`config.mk`:
```
export PLATFORM = sky130hd
export DESIGN_NAME = spi_master_seq
export DESIGN_NICKNAME = d
export VERILOG_FILES = /design/src/rtl/spi_master_seq.sv
export SDC_FILE = /design/constraint.sdc
export NUM_CORES = 1
export LEC_CHECK = 0
export CELL_PAD_IN_SITES_DETAIL_PLACEMENT = 1
export CELL_PAD_IN_SITES_GLOBAL_PLACEMENT = 1
export CORE_UTILIZATION = 33
export DETAILED_ROUTE_END_ITERATION = 10
export HOLD_SLACK_MARGIN = 0.1
export PLACE_DENSITY_LB_ADDON = 0.1
export SYNTH_ARGS = -nofsm -noshare
export SYNTH_HDL_FRONTEND = slang
export SYNTH_SLANG_ARGS = --single-unit
```
`constraint.sdc`:
```
create_clock -name clk -period 3.2 [get_ports clk]
set_clock_uncertainty 0.1 [all_clocks]
set_input_delay 0.48 -clock clk [delete_from_list [all_inputs] [get_ports clk]]
set_output_delay 0.48 -clock clk [all_outputs]
set_load 0.01 [all_outputs]
```
`src/rtl/spi_master_seq.sv`:
```
// Host-side SPI RAM sequencer: one host request becomes two 10-bit command frames on ss_n/mosi.
// Optional last-address cache when SPI_SEQ_ADDR_CACHE_EN is defined.
module spi_master_seq #(
  parameter int unsigned GAP_CYC = 2,
  parameter int unsigned RD_LAT  = 2
) (
  input  logic       clk,
  input  logic       rst,
  input  logic       req_valid,
  output logic       req_ready,
  input  logic       req_rd,
  input  logic [7:0] req_addr,
  input  logic [7:0] req_wdata,
  output logic       rsp_valid,
  output logic [7:0] rsp_rdata,
  output logic       busy,
  output logic       ss_n,
  output logic       mosi,
  input  logic       miso
);

  localparam int unsigned FRAME_W = 10;
  localparam int unsigned DATA_W  = 8;
  localparam int unsigned CNT_W   = 4;

  typedef enum logic [2:0] {IDLE, SEL, SHIFT, TURN, CAPTURE, GAP} state_t;

  state_t             state;
  logic [CNT_W-1:0]   cnt;
  logic               frame_idx;
  logic               op_rd;
  logic [7:0]         addr_q;
  logic [7:0]         wdata_q;
  logic [8:0]         frame_q;
  logic [6:0]         cap_q;
  logic [9:0]         frame_sel_c;
  logic               hit_c;

  // Frame 0 carries the address, frame 1 the data (or a read-data request)
  always_comb begin
    frame_sel_c = {op_rd, 1'b0, addr_q};
    if (frame_idx) frame_sel_c = op_rd ? {2'b11, 8'h00} : {2'b01, wdata_q};
  end

`ifdef SPI_SEQ_ADDR_CACHE_EN
  logic       wr_vld_q, rd_vld_q;
  logic [7:0] wr_addr_q, rd_addr_q;
  logic       f0_done_c;

  assign f0_done_c = (state == SHIFT) && (cnt == '0) && !frame_idx;
  assign hit_c = req_rd ? (rd_vld_q && (rd_addr_q == req_addr))
                        : (wr_vld_q && (wr_addr_q == req_addr));

  // Remember the address last delivered per op so a repeat can skip frame 0
  always_ff @(posedge clk or posedge rst) begin
    if (rst) begin
      wr_vld_q  <= 1'b0;
      rd_vld_q  <= 1'b0;
      wr_addr_q <= '0;
      rd_addr_q <= '0;
    end else if (f0_done_c) begin
      if (op_rd) begin
        rd_vld_q  <= 1'b1;
        rd_addr_q <= addr_q;
      end else begin
        wr_vld_q  <= 1'b1;
        wr_addr_q <= addr_q;
      end
    end
  end
`else
  assign hit_c = 1'b0;
`endif

  // Sequencer; ss_n/mosi are registered alongside the state they belong to
  always_ff @(posedge clk or posedge rst) begin
    if (rst) begin
      state     <= IDLE;
      cnt       <= '0;
      frame_idx <= 1'b0;
      op_rd     <= 1'b0;
      addr_q    <= '0;
      wdata_q   <= '0;
      frame_q   <= '0;
      cap_q     <= '0;
      ss_n      <= 1'b1;
      mosi      <= 1'b0;
      rsp_valid <= 1'b0;
      rsp_rdata <= '0;
      busy      <= 1'b0;
      req_ready <= 1'b1;
    end else begin
      rsp_valid <= 1'b0;
      case (state)
        IDLE: begin
          ss_n <= 1'b1;
          mosi <= 1'b0;
          if (req_valid && req_ready) begin
            op_rd     <= req_rd;
            addr_q    <= req_addr;
            wdata_q   <= req_wdata;
            frame_idx <= hit_c;
            req_ready <= 1'b0;
            busy      <= 1'b1;
            ss_n      <= 1'b0;
            state     <= SEL;
          end
        end
        SEL: begin
          mosi    <= frame_sel_c[9];
          frame_q <= frame_sel_c[8:0];
          cnt     <= CNT_W'(FRAME_W - 1);
          state   <= SHIFT;
        end
        SHIFT: begin
          if (cnt != '0) begin
            cnt     <= cnt - CNT_W'(1);
            mosi    <= frame_q[8];
            frame_q <= {frame_q[7:0], 1'b0};
          end else begin
            mosi <= 1'b0;
            if (frame_idx && op_rd) begin
              if (RD_LAT == 0) begin
                cnt   <= CNT_W'(DATA_W - 1);
                state <= CAPTURE;
              end else begin
                cnt   <= CNT_W'(RD_LAT - 1);
                state <= TURN;
              end
            end else begin
              ss_n      <= 1'b1;
              rsp_valid <= frame_idx;
              cnt       <= CNT_W'(GAP_CYC - 1);
              state     <= GAP;
            end
          end
        end
        TURN: begin
          if (cnt == '0) begin
            cnt   <= CNT_W'(DATA_W - 1);
            state <= CAPTURE;
          end else begin
            cnt <= cnt - CNT_W'(1);
          end
        end
        CAPTURE: begin
          cap_q <= {cap_q[5:0], miso};
          if (cnt == '0) begin
            rsp_rdata <= {cap_q, miso};
            rsp_valid <= 1'b1;
            ss_n      <= 1'b1;
            cnt       <= CNT_W'(GAP_CYC - 1);
            state     <= GAP;
          end else begin
            cnt <= cnt - CNT_W'(1);
          end
        end
        GAP: begin
          if (cnt == '0) begin
            if (!frame_idx) begin
              frame_idx <= 1'b1;
              ss_n      <= 1'b0;
              state     <= SEL;
            end else begin
              busy      <= 1'b0;
              req_ready <= 1'b1;
              state     <= IDLE;
            end
          end else begin
            cnt <= cnt - CNT_W'(1);
          end
        end
        default: state <= IDLE;
      endcase
    end
  end

endmodule
```
=== After elaboration in Yosys (flattened, before gate mapping) ===
Cells that the tools add are included.

* Eq/ne operators: 15
* Add/subtract/negate cells: 1
* Reductions and logical operators: 18
* Muxes and demuxes: 39

{| class="wikitable"
|+ Operator list
! operator !! count
|-
| $mux 10 || 2
|-
| $ne 2x2->1 const B || 10
|-
| $pmux 4 s5 || 1
|-
| $mux 3 || 6
|-
| $pmux 3 s6 || 1
|-
| $pmux 9 s2 || 1
|-
| $mux 1 || 17
|-
| $mux 4 || 4
|-
| $mux 9 || 1
|-
| $pmux 1 s2 || 4
|-
| $reduce_and 2->1 || 4
|-
| $reduce_bool 4->1 || 2
|-
| $eq 3x2->1 const B || 2
|-
| $eq 3x3->1 const B || 2
|-
| $reduce_and 6->1 || 1
|-
| $reduce_and 5->1 || 1
|-
| $reduce_bool 5->1 || 1
|-
| $logic_not 4->1 || 1
|-
| $pmux 1 s4 || 1
|-
| $reduce_and 4->1 || 1
|-
| $reduce_bool 2->1 || 2
|-
| $sub 4x1->4 const B || 1
|-
| $eq 3x1->1 const B || 1
|-
| $logic_not 3->1 || 1
|-
| 4 further kinds || 5
|}

* Bits of input ports: 21
* Output and inout bits: 13
* Bits in registers: 54
* Logic and storage cells: 87

=== Logic depth before layout (Yosys ltp) ===
Gate-level depths: netlist of the first run.

* Depth in word-level cells: 4
* Mapped depth: 8
* Depth with buffers taken out: 6

=== Worst setup path before layout of the first run ===
Ideal clock, no wire load.

* Kind: register -> register
* Start point: register cnt[0]
* End point: register frame_q[5]
* Path slack: 1.300 ns
* Period minus slack after synthesis: 1.900 ns
* Buffers on the path: 1
* Arrival time: 1.672 ns
* Setup time: 0.128 ns
* Data required time: 2.972 ns
* Cell stages (with the launch flop): 8
* Cells stage by stage: dfrtp_1 -> inv_1 -> ha_1 -> or3b_1 -> buf_6 -> nand3_2 -> a21oi_4 -> mux2_1

* Cells in the longest elaborated chain, start to end: 3

{| class="wikitable"
|+ Ends and longest elaborated chain
! item !! RTL line !! text
|-
| start: declaration || 29 || <nowiki>logic [CNT_W-1:0] cnt;</nowiki>
|-
| start signal: assignment || 112 || <nowiki>cnt <= CNT_W'(FRAME_W - 1);</nowiki>
|-
| start signal: assignment || 117 || <nowiki>cnt <= cnt - CNT_W'(1);</nowiki>
|-
| start signal: assignment || 124 || <nowiki>cnt <= CNT_W'(DATA_W - 1);</nowiki>
|-
| $reduce_bool 4->1 || 116 || <nowiki>if (cnt != '0) begin</nowiki>
|-
| $ne 2x2->1 (no line) || - ||
|-
| $reduce_and 2->1 (no line) || - ||
|-
| end signal: assignment || 111 || <nowiki>frame_q <= frame_sel_c[8:0];</nowiki>
|-
| end signal: assignment || 119 || <nowiki>frame_q <= {frame_q[7:0], 1'b0};</nowiki>
|-
| end: declaration || 34 || <nowiki>logic [8:0] frame_q;</nowiki>
|}

Every way passes these cells.
A chain may end at the register's enable or synchronous reset.

=== Worst setup path in the final report of the first run ===
* Start point: register cnt[0]
* End point: register cnt[3]

* Cells in the longest elaborated chain, start to end: 3
* Elaborated cells between the ends (all ways): 10
* Classes of those cells: 1 x add/sub; 1 x eq/ne; 5 x mux; 3 x reduce/logical

{| class="wikitable"
|+ Ends and longest elaborated chain
! item !! RTL line !! text
|-
| $sub 4x1->4 (tied with other cells) || - ||
|-
| $mux 4 (tied with other cells) || 159 || <nowiki>if (cnt == '0) begin</nowiki>
|-
| $pmux 4 s5 or $reduce_and 2->1 (tied branches) || - ||
|}

Several ways; a longest one is shown, not always the timed one. The select of a mux whose other input is x is not followed.

==> flow_metrics.py, run 1 <==
metrics = {
    "global_routing": {
        "grt-ovfl-total": 0,
        "grt_max_degree": 55,
        "grt_first_pass_wirelength_mm": 9.998,
        "antenna_found_initial": 0,
        "grt_use_total": 0.1520,
        "first_global_vias": 1993,
    },
    "worst_setup_path": {
        "rrSetupSlack_ns": 0.91,
        "cp.arrival_ns": 2.36,
        "path_max_fanout": 8,
        "r2r_end": "cnt[3]",
        "cp-start-kind": "flip-flop",
        "cp.required_ns": 3.27,
        "r2r-start": "cnt[0]",
        "critPathCaptureType": "flip-flop",
        "reg2regPathDepth": 7,
        "critPathKind": "reg -> reg",
    },
    "timing": {
        "period_minus_slack_ns": 2.286,
        "setup_ws_ns": 0.9139,
        "setup_viol": 0,
        "relSlewSlack": 0.5313,
        "maxSlewViolCount": 0,
        "max_freq_mhz": 437.4,
        "rsz0062_at_grt": "no",
        "hold_viol_final": 0,
        "worst_pin_slew_ns": 0.7016,
        "final.setup.tns_ns": 0,
        "finalCritPeriodShare": 0.7144,
    },
    "hold_path": {
        "min_to": "frame_q[7]",
        "hp-start": "frame_q[7]",
        "hold_path_depth": 1,
        "min_path_type": "reg -> reg",
    },
    "logic_synthesis": {
        "ys_async_sr_fraction": 1.000,
        "synth_cell_types": 51,
        "ys_ff_latch": 54,
        "synth.net_count": 253,
        "yosysSeqAreaShare": 0.5089,
        "netlist_instances": 230,
        "synth_edf_count": 0,
        "syn_area_mm2": 0.002660,
        "yosysWarnings": 0,
        "synth_ff_type": "dfrtp_1",
        "syn_area_per_cell_um2": 11.57,
    },
    "cells_and_area": {
        "final_cell_mix": "dfrtp_1, mux2_2, clkdlybuf4s50_1",
        "layout.nets": 286,
        "layout_commonest_cell": "dfrtp_1",
        "num_antenna_cells": 0,
        "n_fill_cell": 860,
        "multi_input_area_mm2": 0.001195,
        "syn_to_final_growth_pct": 20.46,
        "drive_gt1_frac": 0.2311,
        "seq_area_mm2": 0.001354,
    },
    "floorplanning": {
        "start_util": 0.3425,
        "dieHeight_um": 91.78,
        "fp-row-count": 32,
        "num_io_pins": 34,
        "die_x_um": 91.78,
        "dieArea_mm2": 0.008424,
        "core_mm2": 0.007767,
    },
    "clock_tree": {
        "cts_root_buffer": "clkbuf_8",
        "clk_latency_ns": 0.31,
        "clk_pin_slew_ns": 0.10,
        "cts_resized": 0,
        "cts_tree": "built",
        "cts_setup_buffers": 0,
        "cts.sinks": 54,
        "cts_buffer_depth": 2,
        "cts_max_level": 2,
        "cts_buffers": 5,
        "ctsHoldBuffers": 0,
    },
    "place": {
        "pre_cts_ws_ns": 0.9349,
        "dpl.hpwl_mm": 3.970,
        "place_congestion": 0.7050,
        "io_buffers": 33,
    },
    "detailed_routing": {
        "drt-wirelength-per-cell_um": 15.96,
        "dr.pass1.iters": 3,
        "ant_nets": 0,
        "wl_mm": 5.843,
        "route.vias.total": 1875,
        "initialDrtViolationCount": 39,
        "viasPerCell": 5.123,
        "drc": 0,
    },
    "run_status": {
        "status": "finished, final reports clean",
    },
    "pwr": {
        "p_per_area_mw_per_mm2": 942.1,
        "leakage_nw": 1.366,
        "ir_drop_v": 0.0003299,
    },
    "job": {
        "drv_cap": 0,
    },
}
==> worst max-delay path, cell delays in order, from the launching register on <==
cell and delay [ns]:
dfrtp_1 0.39, inv_1 0.11, ha_1 0.28, or3b_1 0.53
buf_4 0.24, o21a_1 0.17, o32ai_1 0.28, a31oi_1 0.06
==> final cells by class <==
class	instances	share of cell area
sequential	54	0.4225
multi-input combinational	151	0.3729
clock inverter	1	0.002733
inverter	12	0.01406
timing repair buffer	39	0.1210
tap	102	0.03983
clock buffer	7	0.02694
==> worst max-delay path by stage <==
| stage | from | end | slack, ns | cells after the start |
|---|---|---|---|---|
| after floorplan | cnt[0] | frame_q[5] | 1.30 | 7 |
| after global placement | cnt[0] | ss_n | 0.97 | 7 |
| after detailed placement | cnt[0] | cnt[3] | 0.93 | 7 |
| after CTS | cnt[0] | cnt[3] | 0.92 | 7 |
| after global routing | cnt[0] | ss_n | 0.83 | 7 |
| final | cnt[0] | cnt[3] | 0.91 | 7 |
==> sequential cells by signal (all words and copies together) (netlist names) <==
register,cells
mosi,1
op_rd,1
rsp_rdata,8
rsp_valid,1
frame_q,9
cnt,4
busy,1
ss_n,1
addr_q,8
state,3
req_ready,1
wdata_q,8
cap_q,7
frame_idx,1
==> metal layers <==
layer  up-vias  global-route usage  part of all wire
met3         5             0.03068             0.025
met5         -                   0                 0
met4         0             0.04427            0.0094
li1        884                   -                 -
met2        19              0.2450              0.47
met1       967              0.2070              0.49
==> where the power goes <==
part / internal, W / total, W / switching [W] / leakage [nW]
clock: 0.000179 / 0.000407 / 0.000228 / 0.0489
sequential: 0.000970 / 0.00120 / 0.000228 / 0.680
combinational: 0.000703 / 0.00141 / 0.000711 / 0.637
total: 0.00185 / 0.00302 / 0.00117 / 1.37
==> cells in the mapped netlist (all sizes together) (3+ instances only) <==
| master | count | share of area |
|---|---|---|
| dfrtp | 52 | 0.49 |
| mux2 | 37 | 0.16 |
| a21oi | 21 | 0.045 |
| nor2 | 14 | 0.023 |
| inv | 12 | 0.017 |
| nand2 | 10 | 0.015 |
| buf | 9 | 0.021 |
| nand2b | 8 | 0.019 |
| nand3b | 6 | 0.017 |
| o21ai | 6 | 0.013 |
| mux2i | 5 | 0.019 |
| clkbuf | 4 | 0.0056 |
| o32ai | 4 | 0.023 |
| a21o | 3 | 0.0085 |
| a31oi | 3 | 0.0071 |
| nand3 | 3 | 0.0075 |
| nor2b | 3 | 0.0071 |
| nor3 | 3 | 0.0075 |
| nor3b | 3 | 0.010 |
==> metrics by stage <==
step / hold WS [ns] / total power (W) / utilization / area (um^2) / instances
floorplan: 0.3577 / 0.002230 / - / 2660 / 230
global placement: 0.3703 / 0.002609 / 0.4003 / 3109 / 358
CTS: 0.4007 / 0.003070 / 0.4125 / 3204 / 366
detailed placement: 0.3760 / 0.002646 / 0.4003 / 3109 / 358
finish: 0.3956 / 0.003019 / 0.4125 / 3204 / 366
global route: 0.4139 / 0.003254 / 0.4125 / 3204 / 366
==> logic make-up after synthesis <==
group | count (synthesis) | synth area share
simple gates | 56 | 0.1218
flops | 54 | 0.5089
mux | 42 | 0.1769
buf+inv | 25 | 0.04374
fa+ha+maj | 2 | 0.009406
compound gates | 51 | 0.1392
No activity file was read; power rests on OpenSTA's default activity.
==> inputs of run 2 (changes only) <==
Clock period 3.2 ns to 1.9 ns, I/O delays scaled along.
==> run 2 against run 1 <==
Effect of this change: via count increased by 2.3%; utilization rose by 3.3 points; largest cell class unchanged; critical path depth up 1.
==> flow_metrics.py, run 2 (same netlist as run 1, synthesis figures left out) <==
metrics = {
    "global_routing": {
        "grt_first_pass_wirelength_mm": 10.81,
        "grt_use_met2": 0.2531,
        "top_usage_layer": "met2",
        "met3_usage": 0.02985,
        "first_global_vias": 2103,
        "gr-usage-met1": 0.2371,
        "grt_use_total": 0.1615,
        "grt_max_degree": 55,
        "antenna_found_initial": 0,
        "grt-ovfl-total": 0,
    },
    "worst_setup_path": {
        "path_max_fanout": 5,
        "max_stage_delay_ns": 0.43,
        "crit_family": "simple AND/OR/NAND/NOR gates",
        "r2r-start": "cnt[0]",
        "cp.arrival_ns": 1.98,
        "cp-start-kind": "flip-flop",
        "rrSetupSlack_ns": 0.01,
        "reg2regPathDepth": 8,
        "slowest_stage": "or3b_4",
        "r2r_end": "frame_q[6]",
        "path_cells": "inv_2 > ha_2 > or3b_4 > nand3_2 > a21oi_4 > buf_4 > buf_4 > mux2i_1",
        "cp_num_buf_inv": 3,
        "critPathKind": "reg -> reg",
        "cpMostUsedCell": "buf_4",
        "cp-startpoint": "cnt[0]",
        "critPathCaptureType": "flip-flop",
        "cp.required_ns": 1.99,
    },
    "floorplanning": {
        "dieHeight_um": 91.78,
        "die_x_um": 91.78,
        "dieArea_mm2": 0.008424,
        "start_util": 0.3425,
        "num_io_pins": 34,
        "core_mm2": 0.007767,
        "fp-row-count": 32,
    },
    "detailed_routing": {
        "wl_mm": 6.180,
        "drc": 0,
        "viasPerCell": 4.905,
        "dr.pass1.iters": 4,
        "initialDrtViolationCount": 89,
        "drt-wirelength-per-cell_um": 15.81,
        "route.vias.total": 1918,
        "ant_nets": 0,
    },
    "cells_and_area": {
        "num_antenna_cells": 0,
        "fin_area_mm2": 0.003463,
        "final_core_util": 0.4459,
        "drive_gt1_frac": 0.3253,
        "multi_input_area_mm2": 0.001221,
        "syn_to_final_growth_pct": 30.20,
        "layout.nets": 311,
        "seq_area_mm2": 0.001356,
        "final_cell_mix": "dfrtp_1, mux2_2, clkdlybuf4s50_1",
        "regMostFlops": "frame_q",
        "largest_register_ffs": 9,
        "layout_commonest_cell": "dfrtp_1",
        "stdcell_count": 391,
        "n_fill_cell": 857,
    },
    "pwr": {
        "netSwitchingFraction": 0.3737,
        "clock_power_share": 0.127,
        "seqPwrFrac": 0.353,
        "p_int_w": 0.003530,
        "p_per_area_mw_per_mm2": 1627,
        "leakage_nw": 1.508,
        "ir_drop_v": 0.0005096,
        "pwr-share-comb": 0.520,
        "p_sw_w": 0.002106,
    },
    "place": {
        "dp.cells": 381,
        "place_congestion": 0.7877,
        "io_buffers": 33,
        "placed_cell_area_mm2": 0.003307,
        "dpl.hpwl_mm": 4.397,
    },
    "clock_tree": {
        "cts_buffer_depth": 2,
        "clk_latency_ns": 0.30,
        "clk_pin_slew_ns": 0.10,
        "cts_tree": "built",
        "ctsHoldBuffers": 0,
        "cts_max_level": 2,
        "cts_buffers": 5,
        "cts.sinks": 54,
        "cts_root_buffer": "clkbuf_8",
    },
    "timing": {
        "finalCritPeriodShare": 0.9929,
        "period_minus_slack_ns": 1.887,
        "maxSlewViolCount": 0,
        "relSlewSlack": 0.7509,
        "max_freq_mhz": 530.1,
        "hold_ws_ns": 0.2321,
        "worst_pin_slew_ns": 0.3729,
        "setup_viol": 0,
        "hold_viol_final": 0,
        "rsz0062_at_grt": "yes",
    },
    "run_status": {
        "status": "finished, final reports clean",
    },
    "job": {
        "drv_cap": 0,
    },
    "hold_path": {
        "min_path_type": "in -> async",
    },
}
## run 2: cell types whose count changed in the layout (fill, tap and decap cells not counted), sizes merged
cell,delta
inv,-1
clkinv,+1
buf,+25
## run 2: how the worst max path moves through the flow
stage,end,cells past startpoint
6_report,frame_q[6],8
5_1_grt,frame_q[6],8
4_1_cts,frame_q[5],6
3_5_place_dp,state[0],7
3_3_place_gp,state[0],7
2_1_floorplan,frame_q[5],7
## run 2: area by class of cell
| class | instances | area share |
|---|---|---|
| clock buffers | 7 | 0.02782 |
| clock inverters | 1 | 0.002529 |
| inverters | 12 | 0.01301 |
| multi-input cells | 151 | 0.3526 |
| flip-flops and latches | 54 | 0.3916 |
| well taps | 102 | 0.03685 |
| repair buffers | 64 | 0.1756 |
## run 2: timing repair
| action | 4_1_cts | 5_1_grt |
|---|---|---|
| setup buffers | 0 | 2 |
| gates resized for setup | 1 | 10 |
| pin swaps | 0 | 1 |
| setup endpoints to repair | 14 | 25 |
## run 2: per-stage QoR
step / setup TNS, ns / total power (W) / setup slack (ns)
after floorplan: 0 / 0.003756 / 0.0001655
after global placement: -0.002908 / 0.004757 / -0.002908
after detailed placement: -0.1963 / 0.004818 / -0.05203
after CTS: 0 / 0.005588 / 0.01040
after global routing: -0.09224 / 0.006074 / -0.05343
final: 0 / 0.005636 / 0.01347
## run 2: routing by layer
layer	up-vias	part of all wire
met3	5	0.033
met4	0	0.0065
met5	-	0
li1	930	-
met1	954	0.50
met2	29	0.46
## run 2: worst reg2reg max path: stages (launching register included)
cell and delay [ns]:
dfrtp_1 0.40, inv_2 0.06, ha_2 0.17, or3b_4 0.43, nand3_2 0.14, a21oi_4 0.09
buf_4 0.15, buf_4 0.12, mux2i_1 0.10
## run 2: power by group through the flow
stage | clock network [W] | registers (W) | logic (W)
5_1_grt | 0.000793 | 0.00207 | 0.00321
3_3_place_gp | 0 | 0.00200 | 0.00275
2_1_floorplan | 0 | 0.00191 | 0.00184
6_report | 0.000716 | 0.00199 | 0.00293
3_5_place_dp | 0 | 0.00202 | 0.00280
4_1_cts | 0.000757 | 0.00200 | 0.00283
==> inputs of run 3 (changes only) <==
Settings changed: ABC_AREA set to 1, PLACE_DENSITY set to 0.71, PLACE_DENSITY_LB_ADDON 0.1 to unset.
==> run 3 against run 2 <==
Effect of this change: non-clock buffer count shrank 21; critical endpoint is now req_ready; die area shrank 3.4%; power shrank 12%; first-iteration DRC count shrank 20%; combinational power shrank 22%; routed wire length shrank 3.2%; global-route usage is essentially flat; critical path depth shrank 7; register-to-register slack gained 0.18 ns; sequential power is essentially flat; synthesized cell count grew 37%.
==> flow_metrics.py, run 3 <==
metrics = {
    "logic_synthesis": {
        "netlist_instances": 316,
        "synth_top_area_share": 0.5066,
        "yosysSeqAreaShare": 0.5270,
        "synth.net_count": 339,
        "synth_area_leader_cell": "dfrtp_1",
        "synth_cell_types": 27,
        "ys_ff_latch": 54,
        "ys_top_cells_by_count": "nand2_1, dfrtp_1, nand3_1",
        "syn_area_mm2": 0.002569,
        "synth_edf_count": 0,
        "ys_top_cells_by_area": "dfrtp_1, nand2_1, nand3_1",
        "ys_async_sr_fraction": 1.000,
        "synth_ff_type": "dfrtp_1",
        "syn_area_per_cell_um2": 8.129,
        "yosysWarnings": 0,
        "synth.most_common_cell": "nand2_1",
    },
    "floorplanning": {
        "dieHeight_um": 90.23,
        "fp-row-count": 31,
        "dieArea_mm2": 0.008141,
        "num_io_pins": 34,
        "core_mm2": 0.007370,
        "die_x_um": 90.23,
        "start_util": 0.3486,
    },
    "global_routing": {
        "grt_max_degree": 20,
        "gr-usage-met1": 0.2066,
        "antenna_found_initial": 0,
        "grt_use_total": 0.1619,
        "top_usage_layer": "met2",
        "met3_usage": 0.03046,
        "grt_use_met2": 0.2812,
        "grt-ovfl-total": 0,
        "first_global_vias": 2238,
        "grt_first_pass_wirelength_mm": 10.64,
    },
    "worst_setup_path": {
        "slowest_stage": "dfstp_2",
        "cp.arrival_ns": 1.39,
        "critPathCaptureType": "output port",
        "cp.required_ns": 1.51,
        "path_cells": "clkdlybuf4s50_1",
        "crit_family": "flip-flops",
        "path_max_fanout": 3,
        "max_stage_delay_ns": 0.55,
        "cp-start-kind": "flip-flop",
        "cp_num_buf_inv": 1,
        "critPathKind": "reg -> out",
    },
    "job": {
        "drv_cap": 0,
    },
    "cells_and_area": {
        "layout.nets": 379,
        "final_cell_mix": "nand2_1, dfrtp_1, clkdlybuf4s50_1",
        "largest_register_ffs": 9,
        "num_antenna_cells": 0,
        "regMostFlops": "frame_q",
        "fin_area_mm2": 0.003126,
        "layout_commonest_cell": "nand2_1",
        "n_fill_cell": 889,
        "seq_area_mm2": 0.001354,
        "multi_input_area_mm2": 0.001036,
        "syn_to_final_growth_pct": 21.68,
        "drive_gt1_frac": 0.1036,
    },
    "place": {
        "place_congestion": 0.8039,
        "io_buffers": 33,
        "dpl.hpwl_mm": 4.541,
        "placed_cell_area_mm2": 0.003034,
    },
    "hold_path": {
        "min_path_type": "in -> async",
    },
    "detailed_routing": {
        "drc": 0,
        "dr.pass1.iters": 4,
        "wl_mm": 5.980,
        "drt-wirelength-per-cell_um": 13.11,
        "route.vias.total": 2169,
        "viasPerCell": 4.757,
        "initialDrtViolationCount": 71,
        "ant_nets": 0,
    },
    "timing": {
        "rsz0062_at_grt": "no",
        "final.setup.tns_ns": 0,
        "maxSlewViolCount": 0,
        "relSlewSlack": 0.7363,
        "worst_pin_slew_ns": 0.3950,
        "max_freq_mhz": 564.9,
        "hold_ws_ns": 0.1777,
        "period_minus_slack_ns": 1.770,
        "hold_viol_final": 0,
        "finalCritPeriodShare": 0.9317,
        "setup_viol": 0,
    },
    "clock_tree": {
        "cts_tree": "built",
        "cts_buffer_depth": 2,
        "cts_max_level": 2,
        "clk_latency_ns": 0.31,
        "cts_root_buffer": "clkbuf_8",
        "cts.sinks": 54,
        "clk_pin_slew_ns": 0.10,
        "cts_buffers": 5,
        "cts_setup_buffers": 0,
    },
    "pwr": {
        "p_per_area_mw_per_mm2": 1578,
        "ir_drop_v": 0.0004777,
        "leakage_nw": 1.534,
    },
    "run_status": {
        "status": "finished, final reports clean",
    },
}
## run 3: cell types whose count changed after synthesis, sizes merged, moves of 5 or more
cell    delta
a21oi     -14
o21ai     +32
mux2      -37
inv       +18
nand3     +29
nand3b     -6
nand2    +112
nand2b     -8
mux2i      -5
## run 3: worst paths after layout
path	to	slack, ns	startpoint	cells after the start
max	req_ready	0.13	req_ready	1
min	cap_q[5]	0.18	rst	2
max reg2reg	busy	0.19	cnt[0]	8
min reg2reg	ss_n	0.37	ss_n	2
max in group asynchronous	req_ready	0.97	rst	3
min in group clk	ss_n	0.37	ss_n	2
## run 3: timing repair
item / 4_1_cts / 5_1_grt
setup endpoints to repair: 0 / 2
hold buffers: 0 / 0
endpoints found under the hold margin: 0 / 0
gates resized for setup: 0 / 1
## run 3: kinds of logic (layout without fill, tap and decap cells)
family	Yosys count	after routing	synth area share
DFF	54	54	0.5270
and+or+nand+nor	170	170	0.2893
adders and majority gates	2	2	0.009740
buffers and inverters	40	81	0.07063
xor gates and xnor gates	1	1	0.003410
AOI/OAI and AO/OA	49	49	0.09985
## run 3: report_power, final
part           internal, W  total, W  switching (W)
logic             0.000901   0.00229        0.00139
clock network     0.000266  0.000661       0.000395
registers          0.00166   0.00198       0.000320
total              0.00283   0.00493        0.00210
## run 3: area by class of cell
class,count,area share
tap,99,0.03963
inverter,30,0.03763
clock inverter,2,0.005204
clock buffer,6,0.02322
timing repair buffer,43,0.1297
multi-input combinational,222,0.3315
sequential,54,0.4331
## run 3: stage by stage
step	total power [W]	std cells	util	worst slack, ns
after detailed placement	0.004317	448	0.4117	0.1287
after floorplan	0.003515	316	-	0.2037
after global routing	0.005423	456	0.4241	0.03527
after global placement	0.004232	448	0.4117	0.1994
after CTS	0.005010	456	0.4238	0.1115
final	0.004932	456	0.4241	0.1298
## run 3: routing by layer
metal,up-vias,wire length (um)
li1,1092,-
met1,1038,2721
met2,33,3043
met3,6,155
met4,0,59
met5,-,0
